--- src/rtl/dbus_dma_if.sv ---
// Initiator-side data-bus bundle for dbus_dma: registered address/write data/we,
// request/grant handshake and read data returned one cycle after a granted read.
interface dbus_dma_if #(
  parameter int AW = 16,
  parameter int DW = 16
);
  logic [AW-1:0] m_addr;
  logic [DW-1:0] m_wdata;
  logic          m_we;
  logic          m_req;
  logic          bus_gnt;
  logic [DW-1:0] m_rdata;

  modport master (output m_addr, m_wdata, m_we, m_req, input bus_gnt, m_rdata);
  modport slave  (input m_addr, m_wdata, m_we, m_req, output bus_gnt, m_rdata);
endinterface

--- src/rtl/dbus_dma.sv ---
// Single-channel word-by-word block copy engine on the 16-bit data bus.
// Define DMA_FILL_EN to build the constant-fill mode (mode_i = 1); otherwise every transfer is a copy.
module dbus_dma #(
  parameter int AW = 16,
  parameter int DW = 16
) (
  input  logic          clk,
  input  logic          rst_n,
  input  logic          start_i,
  input  logic          abort_i,
  input  logic [AW-1:0] src_i,
  input  logic [AW-1:0] dst_i,
  input  logic [15:0]   len_i,
  input  logic          mode_i,
  input  logic [DW-1:0] fill_val_i,
  dbus_dma_if.master    bus,
  output logic          busy_o,
  output logic          done_o,
  output logic [15:0]   remain_o
);

  typedef enum logic [2:0] {ST_IDLE, ST_RD, ST_CAP, ST_WR, ST_DONE} state_e;

  state_e        state_q, state_d;
  logic [AW-1:0] src_q, src_d;
  logic [AW-1:0] dst_q, dst_d;
  logic [15:0]   remain_q, remain_d;
  logic [DW-1:0] data_q, data_d;
  logic [AW-1:0] m_addr_q, m_addr_d;
  logic [DW-1:0] m_wdata_q, m_wdata_d;
  logic          m_we_q, m_we_d;

  logic          accept;
  logic          wr_done;
  logic          last_word;
  logic          fill_mode_d;
  logic [DW-1:0] fill_val_d;

  assign accept    = (state_q == ST_IDLE) && start_i;
  assign wr_done   = (state_q == ST_WR) && bus.bus_gnt;
  assign last_word = (remain_q == 16'd1);

`ifdef DMA_FILL_EN
  logic          fill_mode_q;
  logic [DW-1:0] fill_val_q;

  // Mode and constant are taken live on the accepting edge, held afterwards.
  assign fill_mode_d = accept ? mode_i     : fill_mode_q;
  assign fill_val_d  = accept ? fill_val_i : fill_val_q;

  always_ff @(posedge clk or negedge rst_n) begin
    if (!rst_n) begin
      fill_mode_q <= 1'b0;
      fill_val_q  <= '0;
    end else begin
      fill_mode_q <= fill_mode_d;
      fill_val_q  <= fill_val_d;
    end
  end
`else
  logic unused_fill;
  assign unused_fill = ^{mode_i, fill_val_i};
  assign fill_mode_d = 1'b0;
  assign fill_val_d  = '0;
`endif

  always_ff @(posedge clk or negedge rst_n) begin
    if (!rst_n) begin
      state_q <= ST_IDLE;
    end else begin
      // NOTE: sequential state uses non-blocking assignments so every register samples pre-edge values.
      state_q <= state_d;
    end
  end

  always_comb begin
    // NOTE: default first, so no path through the case leaves state_d unassigned (no latch).
    state_d = state_q;
    case (state_q)
      ST_IDLE: begin
        if (start_i) begin
          if (len_i == 16'd0)   state_d = ST_DONE;
          else if (fill_mode_d) state_d = ST_WR;
          else                  state_d = ST_RD;
        end
      end
      ST_RD: begin
        if (abort_i)          state_d = ST_DONE;
        else if (bus.bus_gnt) state_d = ST_CAP;
      end
      ST_CAP:  state_d = abort_i ? ST_DONE : ST_WR;
      ST_WR: begin
        // A granted write in the abort cycle still completes before DONE.
        if (abort_i || (wr_done && last_word)) state_d = ST_DONE;
        else if (wr_done && !fill_mode_d)      state_d = ST_RD;
      end
      ST_DONE: state_d = ST_IDLE;
      default: state_d = ST_IDLE;
    endcase
  end

  always_comb begin
    bus.m_req = (state_q == ST_RD) || (state_q == ST_WR);
    busy_o    = (state_q == ST_RD) || (state_q == ST_CAP) || (state_q == ST_WR);
    done_o    = (state_q == ST_DONE);
  end

  always_comb begin
    src_d    = src_q;
    dst_d    = dst_q;
    remain_d = remain_q;
    data_d   = data_q;
    if (accept) begin
      src_d    = src_i;
      dst_d    = dst_i;
      remain_d = len_i;
    end
    if (state_q == ST_CAP) data_d = bus.m_rdata;
    if (wr_done) begin
      src_d    = src_q + AW'(1);
      dst_d    = dst_q + AW'(1);
      remain_d = remain_q - 16'd1;
    end
  end

  // Bus outputs are registered, so they are computed from the state being entered.
  always_comb begin
    m_addr_d  = m_addr_q;
    m_wdata_d = m_wdata_q;
    m_we_d    = 1'b0;
    case (state_d)
      ST_RD: m_addr_d = src_d;
      ST_WR: begin
        m_addr_d  = dst_d;
        m_wdata_d = fill_mode_d ? fill_val_d : data_d;
        m_we_d    = 1'b1;
      end
      default: ;
    endcase
  end

  always_ff @(posedge clk or negedge rst_n) begin
    if (!rst_n) begin
      src_q     <= '0;
      dst_q     <= '0;
      remain_q  <= '0;
      data_q    <= '0;
      m_addr_q  <= '0;
      m_wdata_q <= '0;
      m_we_q    <= 1'b0;
    end else begin
      src_q     <= src_d;
      dst_q     <= dst_d;
      remain_q  <= remain_d;
      data_q    <= data_d;
      m_addr_q  <= m_addr_d;
      m_wdata_q <= m_wdata_d;
      m_we_q    <= m_we_d;
    end
  end

  assign bus.m_addr  = m_addr_q;
  assign bus.m_wdata = m_wdata_q;
  assign bus.m_we    = m_we_q;
  assign remain_o    = remain_q;

endmodule

--- src/flat_wrapper.sv ---
// flat-port wrapper written by rule: the top's interface ports become plain ports
module dbus_dma_flat 
#(
  parameter int AW = 16,
  parameter int DW = 16
)
  (clk, rst_n, start_i, abort_i, src_i, dst_i, len_i, mode_i, fill_val_i, busy_o, done_o, remain_o, bus_m_addr, bus_m_wdata, bus_m_we, bus_m_req, bus_bus_gnt, bus_m_rdata);
  dbus_dma_if #(.AW(AW), .DW(DW)) bus_i ();
  input  logic clk;
  input  logic rst_n;
  input  logic start_i;
  input  logic abort_i;
  input  logic [AW-1:0] src_i;
  input  logic [AW-1:0] dst_i;
  input  logic [15:0] len_i;
  input  logic mode_i;
  input  logic [DW-1:0] fill_val_i;
  output logic busy_o;
  output logic done_o;
  output logic [15:0] remain_o;
  output wire logic [$bits(bus_i.m_addr)-1:0] bus_m_addr;
  output wire logic [$bits(bus_i.m_wdata)-1:0] bus_m_wdata;
  output wire logic [$bits(bus_i.m_we)-1:0] bus_m_we;
  output wire logic [$bits(bus_i.m_req)-1:0] bus_m_req;
  input wire logic [$bits(bus_i.bus_gnt)-1:0] bus_bus_gnt;
  input wire logic [$bits(bus_i.m_rdata)-1:0] bus_m_rdata;
  assign bus_m_addr = bus_i.m_addr;
  assign bus_m_wdata = bus_i.m_wdata;
  assign bus_m_we = bus_i.m_we;
  assign bus_m_req = bus_i.m_req;
  assign bus_i.bus_gnt = bus_bus_gnt;
  assign bus_i.m_rdata = bus_m_rdata;
  dbus_dma #(.AW(AW), .DW(DW)) u_core (.clk(clk), .rst_n(rst_n), .start_i(start_i), .abort_i(abort_i), .src_i(src_i), .dst_i(dst_i), .len_i(len_i), .mode_i(mode_i), .fill_val_i(fill_val_i), .bus(bus_i), .busy_o(busy_o), .done_o(done_o), .remain_o(remain_o));
endmodule
--- config.mk ---
export PLATFORM = sky130hd
export DESIGN_NAME = dbus_dma_flat
export DESIGN_NICKNAME = d
export VERILOG_FILES = /design/src/rtl/dbus_dma_if.sv /design/src/rtl/dbus_dma.sv /design/src/flat_wrapper.sv
export SDC_FILE = /design/constraint.sdc
export NUM_CORES = 1
export LEC_CHECK = 0
export CAP_MARGIN = 20
export CORE_ASPECT_RATIO = 0.9
export CORE_UTILIZATION = 48
export DETAILED_ROUTE_END_ITERATION = 7
export PLACE_DENSITY = 0.86
export RECOVER_POWER = 25
export SLEW_MARGIN = 20
export SYNTH_ARGS = -nofsm -noshare
export SYNTH_HDL_FRONTEND = slang
export SYNTH_SLANG_ARGS = --single-unit
--- constraint.sdc ---
create_clock -name clk -period 3.05 [get_ports clk]
set_clock_uncertainty 0.2 [all_clocks]
set_input_delay 0.4575 -clock clk [delete_from_list [all_inputs] [get_ports clk]]
set_output_delay 0.4575 -clock clk [all_outputs]
set_load 0.1 [all_outputs]
# After elaboration in Yosys (flattened, before gate mapping)
# Index checks and enable logic that the tools add are counted.
word_totals:
  ff_bits: 100
  out_inout_bits: 52
  wordCells: 46
  inputBits: 86
op_classes:
  n_mux: 17
  eq_ne: 7
  n_reduce_logical: 11
  add_sub_neg: 3
op_table:
  columns: ["cell", "n"]
  rows:
  - ["2-to-1 mux 16 bit", 7]
  - ["adder 16 x 1 -> 16 bit, second input constant", 2]
  - ["case mux 16 bit (2 select lines)", 1]
  - ["2-to-1 mux 3 bit", 7]
  - ["equality test 16 x 1 -> 1 bit, second input constant", 1]
  - ["logical NOT 16 bit", 1]
  - ["subtractor 16 x 1 -> 16 bit, second input constant", 1]
  - ["case mux 3 bit (4 select lines)", 1]
  - ["equality test 3 x 2 -> 1 bit, second input constant", 3]
  - ["equality test 3 x 1 -> 1 bit, second input constant", 2]
  - ["logical OR 1 bit", 4]
  - ["nonzero test 2 bit", 2]
  - ["equality test 3 bit, second input constant", 1]
  - ["logical AND 1 bit", 3]
  - ["logical NOT 3 bit", 1]
  - ["2-to-1 mux 1 bit", 1]

# Longest topological paths before layout
logic_depth:
  ltp_word: 8
  depth_mapped: 9
  mapped_depth_nobuf: 7

# Worst setup path after synthesis
# No wires, ideal clock.
synth_timing:
  kind: "reg-to-reg"
  from: "reg u_core.remain_q[7] (netlist: u_core.remain_o[7])"
  to: "reg u_core.m_addr_q[2] (netlist: u_core.bus.m_addr[2])"
  arrival_time_ps: 2420
  path_slack_ps: 304
  setup_ps: 126
  path_stages_with_launch: 8
  t_required_ps: 2724
  path_buffers: 1
  synth_period_minus_slack_ps: 2746
  path_cell_list: "dfrtp_1 > or4_1 > buf_2 > nor3_4 > a31oi_4 > nor2_8 > inv_4 > mux2_4"
synth_between:
  elab_chain_len: 7
  word_cells_on_any_way: 9
  cone_classes: "eq/ne: 3; mux: 3; reduce/logical: 3"
synth_lines:
  columns: ["item", "line_no", "text"]
  rows:
  - ["from (decl)", "dbus_dma.sv:27", "logic [15:0] remain_q, remain_d;"]
  - ["from (signal assigned)", "dbus_dma.sv:154", "remain_q <= remain_d;"]
  - ["equality test 16 x 1 -> 1 bit (*)", "dbus_dma.sv:41", "assign last_word = (remain_q == 16'd1);"]
  - ["logical AND 1 bit (*)", "dbus_dma.sv:94", "if (abort_i || (wr_done && last_word)) state_d = ST_DONE;"]
  - ["logical OR 1 bit (*)", "dbus_dma.sv:94", null]
  - ["2-to-1 mux 3 bit (*)", "dbus_dma.sv:94", null]
  - ["case mux 3 bit (4 select lines) (*)", "dbus_dma.sv:79", "case (state_q)"]
  - ["net u_core.state_d[0]", "dbus_dma.sv:24", "state_e state_q, state_d;"]
  - ["equality test 3 x 2 -> 1 bit or equality test 3 x 1 -> 1 bit (tied branches)", "dbus_dma.sv:131", "case (state_d)"]
  - ["case mux 16 bit (2 select lines) or nonzero test 2 bit (tied branches)", null, null]
  - ["to (signal assigned)", "dbus_dma.sv:156", "m_addr_q <= m_addr_d;"]
  - ["to (decl)", "dbus_dma.sv:29", "logic [AW-1:0] m_addr_q, m_addr_d;"]
# The timed path passes the listed nets; every way through them passes the cells marked *.
# A chain may end at the register's enable or synchronous reset.

# Final worst setup path
layout_timing:
  from: "reg u_core.remain_q[6] (netlist: u_core.remain_o[6])"
  to: "reg u_core.m_addr_q[6] (netlist: u_core.bus.m_addr[6])"
# The elaborated chain is that of the path after synthesis.

==> results.md <==
* Cells after Synth at around 530
* Row count at 35
* Routed length per instance at 19.0 um
* Async set-reset flop share out of synthesis at 1.00
* Vias in the first global route at slightly below 5000
* Critical path class: flip-flop to flip-flop
* Place WS at 0.187 ns
* WL final at 15100 um
* Crit share post-route at 0.850
* Post-route ant nets at 0
* Synth-to-Final Area Change at 30.4%
* Tot GR Track Use at 0.276
* Die Area at between 10000 and 15000 sq um
* Most common cell in the synthesized netlist: dfrtp_1
* Fraction of layout cells with a size suffix above 1 at 0.214
* Port bufs at 120
* Die height at between 100 and 150 um
* Clock Latency Late Sink at 0.35 ns
* Top_reg_cell synth: dfrtp_1
* N_diodes at 0
* F_max at 386 MHz
* Post-synth top area cell: dfrtp_1
* Most common library cells after synthesis: 100 x dfrtp_1, 96 x nor2_1, 29 x nand2_1
* First-pass DRT Iterations at 7
* # DRC at 5
* Count of state elements after synthesis at 100
* Run status: complete, but fails checks
* Die width at roughly 110 um
* Net Count, Synth at a little over 600
* Grt ovf at 0
* Arrival time worst endpoint at between 2 and 3 ns
* Tightest Pin Transition at ~0.95 ns
* Failing checks: DRC
* Top cells by area, synth: dfrtp_1 48%, nor2_1 6.9%, mux2_2 3.9%
* RSZ-0062 raised after global routing: false
* Design Area, Final at 6850 sq um
* TritonCTS clock tree: yes
* Area after DPL at around 6600 sq um
* Clock Path Buffers at 2
* Register area share after synthesis at 0.476
* YS warnings at 0
* Worst-path clk slew at roughly 0.070 ns
* Core area at 10400 sq um
* Synthesized area at ~5300 sq um
* Initial core utilization at 0.504
* Yosys top cell area share at 0.476
* # nets final at 753
* Critical path peak fanout at 9
* Slew Limit Fails at 0
* Ports at between 100 and 150
* Vias at around 4900
* Synth cell types at 73
* CTS H-tree lvls at 3
* WHS at about 0.30 ns
* Startpoint Class: flip-flop
* Final Hold Viols at 0
* Clk sinks at 100
* Number of CTS-inserted buffers at 9
* Hold crit path type: flip-flop to flip-flop
* Root buffer cell: clkbuf_16
* Setup violators final at 0
* Syn avg cell area at 9.93 sq um
* FILL cells at 813
* Crit. End Element: flip-flop
* Post-route setup slack at between 0.4 and 0.5 ns
* Relative slew slack at 0.368
* GP Congestion at around 0.95
* Avg Vias per Cell at between 6 and 7
* First-pass GRT wire length at between 20000 and 25000 um
* Max Cap Violations at 0
* Worst EP required at 3.07 ns
* Pin count of the biggest net entering global routing at 39
* Dpl hpwl at 11100 um
* Initial DRC Count at about 400
* Tmin final at roughly 2.6 ns
* Post-Route Setup TNS at 0 ns
* Post-synth EDFFs at 0
* Initial antenna violation count at 0
[stage by stage]
stage                     std cells  utilization
final                           796        0.657
after global routing            796        0.657
after CTS                       796        0.659
after detailed placement        780        0.633
after global placement          780        0.633
after floorplan                 529            -
[layer usage]
layer	routed length, um	global-route usage
met5	0	0
met4	495	0.127
met3	1330	0.0658
met2	7110	0.448
met1	6190	0.355
[registers in the layout, indices dropped and copies added, names as in the netlist]
name	flops
u_core.dst_q	16
u_core.bus.m_wdata	16
u_core.remain_o	16
u_core.bus.m_we	1
u_core.data_q	16
u_core.src_q	16
u_core.bus.m_addr	16
u_core.state_q	3
[kinds of logic after synthesis]
kind of cell	after synthesis	synth area share
and+or+nand+nor	243	0.245
AOI/OAI and AO/OA	109	0.163
DFF	100	0.476
buffers and inverters	40	0.0353
muxes	33	0.0700
adders and majority gates	4	0.00953
[placed cells by master (no fill, tap or decap), types with 12 or more instances in the layout]
cell type	n
clkdlybuf4s50_1	67
nor2_1	96
mux2i_1	12
dfrtp_1	100
nand2_1	29
nand3_1	23
buf_4	79
nor3_1	16
mux2_2	18
a21oi_1	13
[critical path, cell delays in order, from the launching register on]
cell     delay, ns
dfrtp_1       0.42
or4_1         0.69
nor3_4        0.29
a31oi_4       0.22
nor2_8        0.22
inv_4         0.12
mux2_4        0.31
[what timing repair did]
action / 4_1_cts / 5_1_grt
hold endpoints to repair: 35 / 0
hold buffers: 1 / 0
setup endpoints to repair: 0 / 0
gates resized for setup: 0 / 0
buffers inserted: 0 / 0
[path summary, 6_finish.rpt]
path / depth (start not counted) / start / end / slack (ns)
worst max-delay path: 6 / u_core.remain_o[6]$_DFFE_PN0P_ / u_core.bus.m_addr[6]$_DFFE_PN0P_ / 0.46
worst min-delay path: 1 / u_core.data_q[0]$_DFF_PN0_ / u_core.data_q[0]$_DFF_PN0_ / 0.30
worst max register to register: 6 / u_core.remain_o[6]$_DFFE_PN0P_ / u_core.bus.m_addr[6]$_DFFE_PN0P_ / 0.46
worst min register to register: 1 / u_core.data_q[0]$_DFF_PN0_ / u_core.data_q[0]$_DFF_PN0_ / 0.30
max in group asynchronous: 3 / rst_n / u_core.state_q[0]$_DFF_PN0_ / 0.73
min in group asynchronous: 2 / rst_n / u_core.src_q[12]$_DFF_PN0_ / 0.59
[area by class of cell]
type / instances / area [sq um] / share of cell area
sequential: 100 / 2500 / 0.365
clock inverter: 4 / 27.5 / 0.00402
clock buffer: 11 / 233 / 0.0340
tap: 129 / 161 / 0.0236
timing repair buffer: 150 / 1300 / 0.190
inverter: 13 / 51.3 / 0.00749
multi-input combinational: 389 / 2570 / 0.375
Power is left out: the tool's default activity adds up to more than one toggle a clock period on the data nets, which glitch-free logic cannot reach.
